**src/rtl/morse_pkg.sv**
```systemverilog
// Element encoding, ASCII constants and the pure Morse code lookup.
// Build option: define MORSE_PUNCT_EN to decode the punctuation codes.
package morse_pkg;

   typedef enum logic {
      DOT  = 1'b0,
      DASH = 1'b1
   } morse_elem_e;

   localparam logic [7:0] ASCII_SPACE = 8'h20;
   localparam logic [7:0] ASCII_QMARK = 8'h3F;

   localparam int unsigned LOOKUP_CODE_W = 6;
   localparam int unsigned LOOKUP_LEN_W  = 4;

   // code holds the elements MSB-first in its low len bits, dash=1
   function automatic logic [7:0] morse_lookup(input logic [LOOKUP_CODE_W-1:0] code,
                                               input logic [LOOKUP_LEN_W-1:0]  len);
      logic [7:0] ch;
      ch = ASCII_QMARK;
      case (len)
         4'd1: ch = code[0] ? "T" : "E";
         4'd2: begin
            case (code[1:0])
               2'b00:   ch = "I";
               2'b01:   ch = "A";
               2'b10:   ch = "N";
               default: ch = "M";
            endcase
         end
         4'd3: begin
            case (code[2:0])
               3'b000:  ch = "S";
               3'b001:  ch = "U";
               3'b010:  ch = "R";
               3'b011:  ch = "W";
               3'b100:  ch = "D";
               3'b101:  ch = "K";
               3'b110:  ch = "G";
               default: ch = "O";
            endcase
         end
         4'd4: begin
            case (code[3:0])
               4'b0000: ch = "H";
               4'b0001: ch = "V";
               4'b0010: ch = "F";
               4'b0100: ch = "L";
               4'b0110: ch = "P";
               4'b0111: ch = "J";
               4'b1000: ch = "B";
               4'b1001: ch = "X";
               4'b1010: ch = "C";
               4'b1011: ch = "Y";
               4'b1100: ch = "Z";
               4'b1101: ch = "Q";
               default: ch = ASCII_QMARK;
            endcase
         end
         4'd5: begin
            case (code[4:0])
               5'b01111: ch = "1";
               5'b00111: ch = "2";
               5'b00011: ch = "3";
               5'b00001: ch = "4";
               5'b00000: ch = "5";
               5'b10000: ch = "6";
               5'b11000: ch = "7";
               5'b11100: ch = "8";
               5'b11110: ch = "9";
               5'b11111: ch = "0";
`ifdef MORSE_PUNCT_EN
               5'b10010: ch = "/";
`endif
               default:  ch = ASCII_QMARK;
            endcase
         end
         4'd6: begin
            case (code[5:0])
`ifdef MORSE_PUNCT_EN
               6'b010101: ch = ".";
               6'b110011: ch = ",";
               6'b001100: ch = "?";
               6'b100001: ch = "-";
`endif
               default:   ch = ASCII_QMARK;
            endcase
         end
         default: ch = ASCII_QMARK;
      endcase
      return ch;
   endfunction

endpackage

```
**src/rtl/morse_stream_decoder_if.sv**
```systemverilog
// Element input strobes and decoded-character valid/ready stream.
interface morse_stream_decoder_if;
   logic       sym_valid;
   logic       sym_dash;
   logic       sym_undo;
   logic       out_valid;
   logic       out_ready;
   logic [7:0] out_char;

   modport master (
      input  sym_valid, sym_dash, sym_undo, out_ready,
      output out_valid, out_char
   );

   modport slave (
      output sym_valid, sym_dash, sym_undo, out_ready,
      input  out_valid, out_char
   );
endinterface

```
**src/rtl/morse_char_fifo.sv**
```systemverilog
// Synchronous 8-bit character FIFO; a push while full only lands with a same-cycle pop.
module morse_char_fifo #(
   parameter  int unsigned FIFO_DEPTH = 8,
   localparam int unsigned PTR_W      = $clog2(FIFO_DEPTH),
   localparam int unsigned CNT_W      = PTR_W + 1
) (
   input  logic             clk,
   input  logic             rst_n,
   input  logic             clear,
   input  logic             push,
   input  logic [7:0]       wdata,
   input  logic             pop,
   output logic [7:0]       rdata,
   output logic             full,
   output logic             empty,
   output logic [CNT_W-1:0] count
);

   logic [7:0]       mem [FIFO_DEPTH];
   logic [PTR_W-1:0] wr_ptr;
   logic [PTR_W-1:0] rd_ptr;
   logic             wr_en_c;
   logic             rd_en_c;

   assign full    = (count == CNT_W'(FIFO_DEPTH));
   assign empty   = (count == '0);
   assign rd_en_c = pop && !empty;
   assign wr_en_c = push && (!full || rd_en_c);
   assign rdata   = mem[rd_ptr];

   always_ff @(posedge clk) begin
      if (wr_en_c) mem[wr_ptr] <= wdata;
   end

   // Pointers wrap naturally at the power-of-two depth
   always_ff @(posedge clk) begin
      if (!rst_n || clear) begin
         wr_ptr <= '0;
         rd_ptr <= '0;
         count  <= '0;
      end else begin
         if (wr_en_c) wr_ptr <= wr_ptr + PTR_W'(1);
         if (rd_en_c) rd_ptr <= rd_ptr + PTR_W'(1);
         case ({wr_en_c, rd_en_c})
            2'b10:   count <= count + CNT_W'(1);
            2'b01:   count <= count - CNT_W'(1);
            default: count <= count;
         endcase
      end
   end

endmodule

```
**src/rtl/morse_stream_decoder.sv**
```systemverilog
// Morse element accumulator with programmable character/word gaps feeding an ASCII FIFO.
// Build option: MORSE_PUNCT_EN (see morse_pkg) enables punctuation decode.
module morse_stream_decoder
   import morse_pkg::*;
#(
   parameter  int unsigned MAX_SYMS   = 6,
   parameter  int unsigned CNT_W      = 32,
   parameter  int unsigned FIFO_DEPTH = 8,
   localparam int unsigned LEN_W      = $clog2(MAX_SYMS + 1),
   localparam int unsigned FCNT_W     = $clog2(FIFO_DEPTH) + 1
) (
   input  logic                  clk,
   input  logic                  rst_n,
   input  logic                  enable,
   input  logic                  clear,
   input  logic [CNT_W-1:0]      char_gap_cycles,
   input  logic [CNT_W-1:0]      word_gap_cycles,
   morse_stream_decoder_if.master bus,
   output logic [FCNT_W-1:0]     fifo_count,
   output logic [LEN_W-1:0]      pending_len,
   output logic                  overflow,
   output logic                  busy
);

   logic [MAX_SYMS-1:0] code;
   logic                code_err;
   logic                space_armed;
   logic [CNT_W-1:0]    cnt;

   logic [CNT_W-1:0] char_gap_c;
   logic [CNT_W-1:0] sat_c;
   logic             word_en_c;
   logic             evt_undo_c;
   logic             evt_sym_c;
   logic             idle_c;
   logic             char_fire_c;
   logic             word_fire_c;
   logic             push_c;
   logic             pop_c;
   logic [7:0]       push_data_c;
   logic [7:0]       rdata;
   logic             full;
   logic             empty;

   // Gap configuration, event priority and decode/space firing
   always_comb begin
      char_gap_c  = (char_gap_cycles == '0) ? CNT_W'(1) : char_gap_cycles;
      word_en_c   = word_gap_cycles > char_gap_c;
      sat_c       = word_en_c ? word_gap_cycles : char_gap_c;
      evt_undo_c  = bus.sym_undo && (pending_len != '0);
      evt_sym_c   = !bus.sym_undo && bus.sym_valid;
      idle_c      = !clear && enable && !evt_undo_c && !evt_sym_c;
      char_fire_c = idle_c && (pending_len != '0) && (cnt == char_gap_c);
      word_fire_c = idle_c && word_en_c && space_armed && (pending_len == '0)
                    && (cnt == word_gap_cycles);
      push_c      = char_fire_c || word_fire_c;
      push_data_c = ASCII_SPACE;
      if (char_fire_c) begin
         push_data_c = code_err ? ASCII_QMARK
                                : morse_lookup(LOOKUP_CODE_W'(code), LOOKUP_LEN_W'(pending_len));
      end
   end

   always_ff @(posedge clk) begin
      if (!rst_n || clear || !enable) begin
         code        <= '0;
         code_err    <= 1'b0;
         pending_len <= '0;
         cnt         <= '0;
         space_armed <= 1'b0;
      end else if (evt_undo_c) begin
         code        <= code >> 1;
         pending_len <= pending_len - LEN_W'(1);
         code_err    <= 1'b0;
         cnt         <= '0;
      end else if (evt_sym_c) begin
         cnt <= '0;
         if (pending_len == LEN_W'(MAX_SYMS)) begin
            code_err <= 1'b1;
         end else begin
            code        <= {code[MAX_SYMS-2:0], (bus.sym_dash == 1'(DASH))};
            pending_len <= pending_len + LEN_W'(1);
         end
      end else begin
         if (cnt < sat_c) cnt <= cnt + CNT_W'(1);
         if (char_fire_c) begin
            code        <= '0;
            code_err    <= 1'b0;
            pending_len <= '0;
            space_armed <= 1'b1;
         end else if (word_fire_c) begin
            space_armed <= 1'b0;
         end
      end
   end

   // Sticky record of a character lost to a full FIFO
   always_ff @(posedge clk) begin
      if (!rst_n || clear)                 overflow <= 1'b0;
      else if (push_c && full && !pop_c)   overflow <= 1'b1;
   end

   assign pop_c         = bus.out_valid && bus.out_ready;
   assign bus.out_valid = !empty;
   assign bus.out_char  = empty ? 8'h00 : rdata;
   assign busy          = (pending_len != '0) || space_armed;

   morse_char_fifo #(.FIFO_DEPTH(FIFO_DEPTH)) u_fifo (
      .clk   (clk),
      .rst_n (rst_n),
      .clear (clear),
      .push  (push_c),
      .wdata (push_data_c),
      .pop   (pop_c),
      .rdata (rdata),
      .full  (full),
      .empty (empty),
      .count (fifo_count)
   );

endmodule

```
**src/flat_wrapper.sv**
```systemverilog
// flat-port wrapper written by rule: the top's interface ports become plain ports
module morse_stream_decoder_flat import morse_pkg::*;
#(
   parameter  int unsigned MAX_SYMS   = 6,
   parameter  int unsigned CNT_W      = 32,
   parameter  int unsigned FIFO_DEPTH = 8,
   localparam int unsigned LEN_W      = $clog2(MAX_SYMS + 1),
   localparam int unsigned FCNT_W     = $clog2(FIFO_DEPTH) + 1
)
  (clk, rst_n, enable, clear, char_gap_cycles, word_gap_cycles, fifo_count, pending_len, overflow, busy, bus_sym_valid, bus_sym_dash, bus_sym_undo, bus_out_ready, bus_out_valid, bus_out_char);
  morse_stream_decoder_if bus_i ();
  input  logic clk;
  input  logic rst_n;
  input  logic enable;
  input  logic clear;
  input  logic [CNT_W-1:0] char_gap_cycles;
  input  logic [CNT_W-1:0] word_gap_cycles;
  output logic [FCNT_W-1:0] fifo_count;
  output logic [LEN_W-1:0] pending_len;
  output logic overflow;
  output logic busy;
  input wire logic [$bits(bus_i.sym_valid)-1:0] bus_sym_valid;
  input wire logic [$bits(bus_i.sym_dash)-1:0] bus_sym_dash;
  input wire logic [$bits(bus_i.sym_undo)-1:0] bus_sym_undo;
  input wire logic [$bits(bus_i.out_ready)-1:0] bus_out_ready;
  output wire logic [$bits(bus_i.out_valid)-1:0] bus_out_valid;
  output wire logic [$bits(bus_i.out_char)-1:0] bus_out_char;
  assign bus_i.sym_valid = bus_sym_valid;
  assign bus_i.sym_dash = bus_sym_dash;
  assign bus_i.sym_undo = bus_sym_undo;
  assign bus_i.out_ready = bus_out_ready;
  assign bus_out_valid = bus_i.out_valid;
  assign bus_out_char = bus_i.out_char;
  morse_stream_decoder #(.MAX_SYMS(MAX_SYMS), .CNT_W(CNT_W), .FIFO_DEPTH(FIFO_DEPTH)) u_core (.clk(clk), .rst_n(rst_n), .enable(enable), .clear(clear), .char_gap_cycles(char_gap_cycles), .word_gap_cycles(word_gap_cycles), .bus(bus_i), .fifo_count(fifo_count), .pending_len(pending_len), .overflow(overflow), .busy(busy));
endmodule
```
**config.mk**
```make
export PLATFORM = sky130hd
export DESIGN_NAME = morse_stream_decoder_flat
export DESIGN_NICKNAME = d
export VERILOG_FILES = /design/src/rtl/morse_pkg.sv /design/src/rtl/morse_stream_decoder_if.sv /design/src/rtl/morse_char_fifo.sv /design/src/rtl/morse_stream_decoder.sv /design/src/flat_wrapper.sv
export SDC_FILE = /design/constraint.sdc
export NUM_CORES = 1
export LEC_CHECK = 0
export ABC_AREA = 1
export BUFFER_PORTS_ARGS = -buffer_cell sky130_fd_sc_hd__buf_2
export CAP_MARGIN = 20
export CORE_ASPECT_RATIO = 1.4
export CORE_MARGIN = 2
export CORE_UTILIZATION = 60
export CTS_CLUSTER_DIAMETER = 120
export DETAILED_ROUTE_END_ITERATION = 16
export PLACE_DENSITY = 0.81
export REMOVE_ABC_BUFFERS = 1
export SLEW_MARGIN = 0
export SYNTH_ARGS = -nofsm -noshare
export SYNTH_HDL_FRONTEND = slang
export SYNTH_SLANG_ARGS = --single-unit
export TNS_END_PERCENT = 5
```
**constraint.sdc**
```tcl
create_clock -name clk -period 8.45 [get_ports clk]
set_input_delay 2.1125 -clock clk [delete_from_list [all_inputs] [get_ports clk]]
set_output_delay 2.1125 -clock clk [all_outputs]
set_load 0.01 [all_outputs]
```
==> impl_results.md <==
* VDD IR max at around 0.14 mV
* First-pass GRT wire length at between 40000 and 50000 um
* Average size of a mapped cell at 7.21 um2
* Hold-fix buffers, CTS at 0
* #FFs+latches synth at between 100 and 150
* Cell Rows at 52
* Core ar. at about 14000 um2
* Clk pin slew, worst setup/hold paths at ~0.06 ns
* Clock tree from TritonCTS: yes
* Kind of critical path: in2reg
* Sum of negative setup slack at 0 ns
* Leak at ~4.5 nW
* Drt drc at 0
* Cell taking the most area after synthesis: edfxtp_1
* Total Routing Usage GR at about a third
* Top_reg_cell synth: dfxtp_1
* Initial DRC Count at 824
* Post-layout nets at around 1500
* Critical Path Sink Type: flop
* CP required at between 8 and 9 ns
* Initial Util at 61.2%
* Met1 Use GR at a little over a third
* GRT Max-Usage Layer: met2
* Maximum root-to-sink buffer count at 2
* Slowest CP cell: nand2_2
* Routed len/inst at about 18 um
* Skew final at between 0.008 and 0.009 ns
* Warnings from Yosys at 0
* Port bufs at 88
* Synth Cell Area at about 8800 um2
* Final ANT Viol Nets at 0
* Synth cell count leaders: nand2_1, inv_1, nor2_1
* Drt first pass iters at 8
* Total chip power at about 1.5 mW
* Max-slew violation count at 0
* Met2 Use GR at between 60% and 70%
* Post-DR vias/cell at around 5.9
* Fraction of layout cells with a size suffix above 1 at a little under an eighth
* Die W at 107 um
* Top cell by count, worst path: nand2_1
* IO Count at 90
* Worst Hold Class: reg2reg
* DP HPWL at around 21000 um
* Die height at 148 um
* Hold Fails Final Rpt at 0
* Synth top area cells: edfxtp_1, dfxtp_1, ha_1, nand2_1, inv_1
* Die Footprint at about 16000 um2
* H-tree depth at 4
* # setup viols final at 0
* Initial antenna violation count at 0
* Placer congestion estimate at 1.04
* Fraction of registers with async set or reset after synthesis at 0%
* Root buffer cell: clkbuf_16
* Most common cell in the netlist: nand2_1
* Mapped Cells at 1225
* Area Overhead vs Synth at 13.6%
* Total clock sinks at ~120
* Clk_lat worst skew at around 0.42 ns
* Max incr delay on CP at ~0.70 ns
* Yosys top cell area share at a little under a fifth
* Worst Max-Slew Pin Slew at roughly 1.0 ns
* CTS-repair resized insts at 0
* Fmax at between 0.1 and 0.15 GHz
* Outcome: completed
* Worst Setup Start Kind: input port
* N_diodes at 0
* Largest net degree at the start of global routing at between 60 and 70
* Cts bufs inserted at 17
* RSZ-0062 raised after global routing: no
* Hold WS at ~0.47 ns
* GR Layer Usage met3 at under 10%
* Via count at 8933
* CP max FO at 63
* Number of library cell types mapped by synthesis at 44
* Setup bufs post-CTS at 0
* Max_slew headroom at between 30% and 40%
* Number of flops mapped to enable cells by yosys at 56
* Final core utilization at 69.5%
* Number of global-route vias before repair at between 8000 and 9000
* Final period util at between 80 and 90%
* Seq/Total Area, Yosys at 34.4%
* Max Cap Violations at 0
* Crit path DAT at approximately 7.5 ns
* GR Overflow Total at 0
* PD cells at around 150 nW/um2
* Final min period at between 7 and 8 ns
* WL final at roughly 27000 um
placed cells by master, fill, tap and decap left out, types with 33 or more instances in the layout:
| cell | n |
|---|---|
| nand3_1 | 61 |
| nor2_1 | 142 |
| dfxtp_1 | 68 |
| inv_1 | 152 |
| ha_1 | 83 |
| nand2_1 | 272 |
| buf_2 | 90 |
| a21oi_1 | 68 |
| edfxtp_1 | 56 |
| o21ai_0 | 91 |
| nor3_1 | 33 |
critical path: cells and delay by family:
| kind | cells | cell delay (ns) |
|---|---|---|
| AND/OR/NAND/NOR | 25 | 3.34 |
| buffers and inverters | 5 | 0.49 |
| AO/OA/AOI/OAI | 5 | 1.00 |
| adder cells (fa/ha/maj) | 2 | 0.54 |
per-stage QoR:
step	std cells	cell area [um2]	setup WS (ns)
finish	1512	10000	1.26
global route	1512	10000	0.827
CTS	1510	10000	1.44
detailed placement	1478	9430	1.03
global placement	1477	9420	1.12
floorplan	1193	8690	2.29
power breakdown:
| part | total (mW) | switching, mW | internal, mW |
|---|---|---|---|
| sequential | 0.623 | 0.000956 | 0.623 |
| clock | 0.730 | 0.309 | 0.421 |
| combinational | 0.158 | 0.101 | 0.0571 |
per-layer routing:
layer | share of wire [%] | vias to the layer above
met4 | 8.3 | 0
met3 | 5.9 | 130
li1 | - | 4310
met1 | 35 | 4056
met5 | 0 | -
met2 | 51 | 437
cells by family after synthesis:
group	after synthesis	share of synthesized area (%)
AND/OR/NAND/NOR	568	27.8
AO/OA/AOI/OAI	230	14.7
buffers and inverters	193	8.53
flip-flops	124	34.4
adder cells (fa/ha/maj)	84	12.0
XOR/XNOR	25	2.48
other	1	0.0424
worst paths after layout:
kind	slack (ns)	depth (start not counted)	from	end
setup / recovery	1.26	37	char_gap_cycles[7]	u_core.cnt[27]$_SDFFE_PP0N_
setup reg to reg	4.81	23	u_core.pending_len[1]$_SDFFE_PP0P_	flop
hold / removal	0.47	2	u_core.u_fifo.rd_ptr[2]$_SDFFE_PP0P_	flop
hold reg to reg	0.47	2	u_core.u_fifo.rd_ptr[2]$_SDFFE_PP0P_	flop
area by class of cell:
class	instances	area (um2)
timing repair buffer	98	510
inverter	161	607
sequential	124	3040
multi-input combinational	908	5040
fill	1265	4410
clock buffer	17	425
clock inverter	15	169
tap	189	236
(Power assumes the default switching activity.)
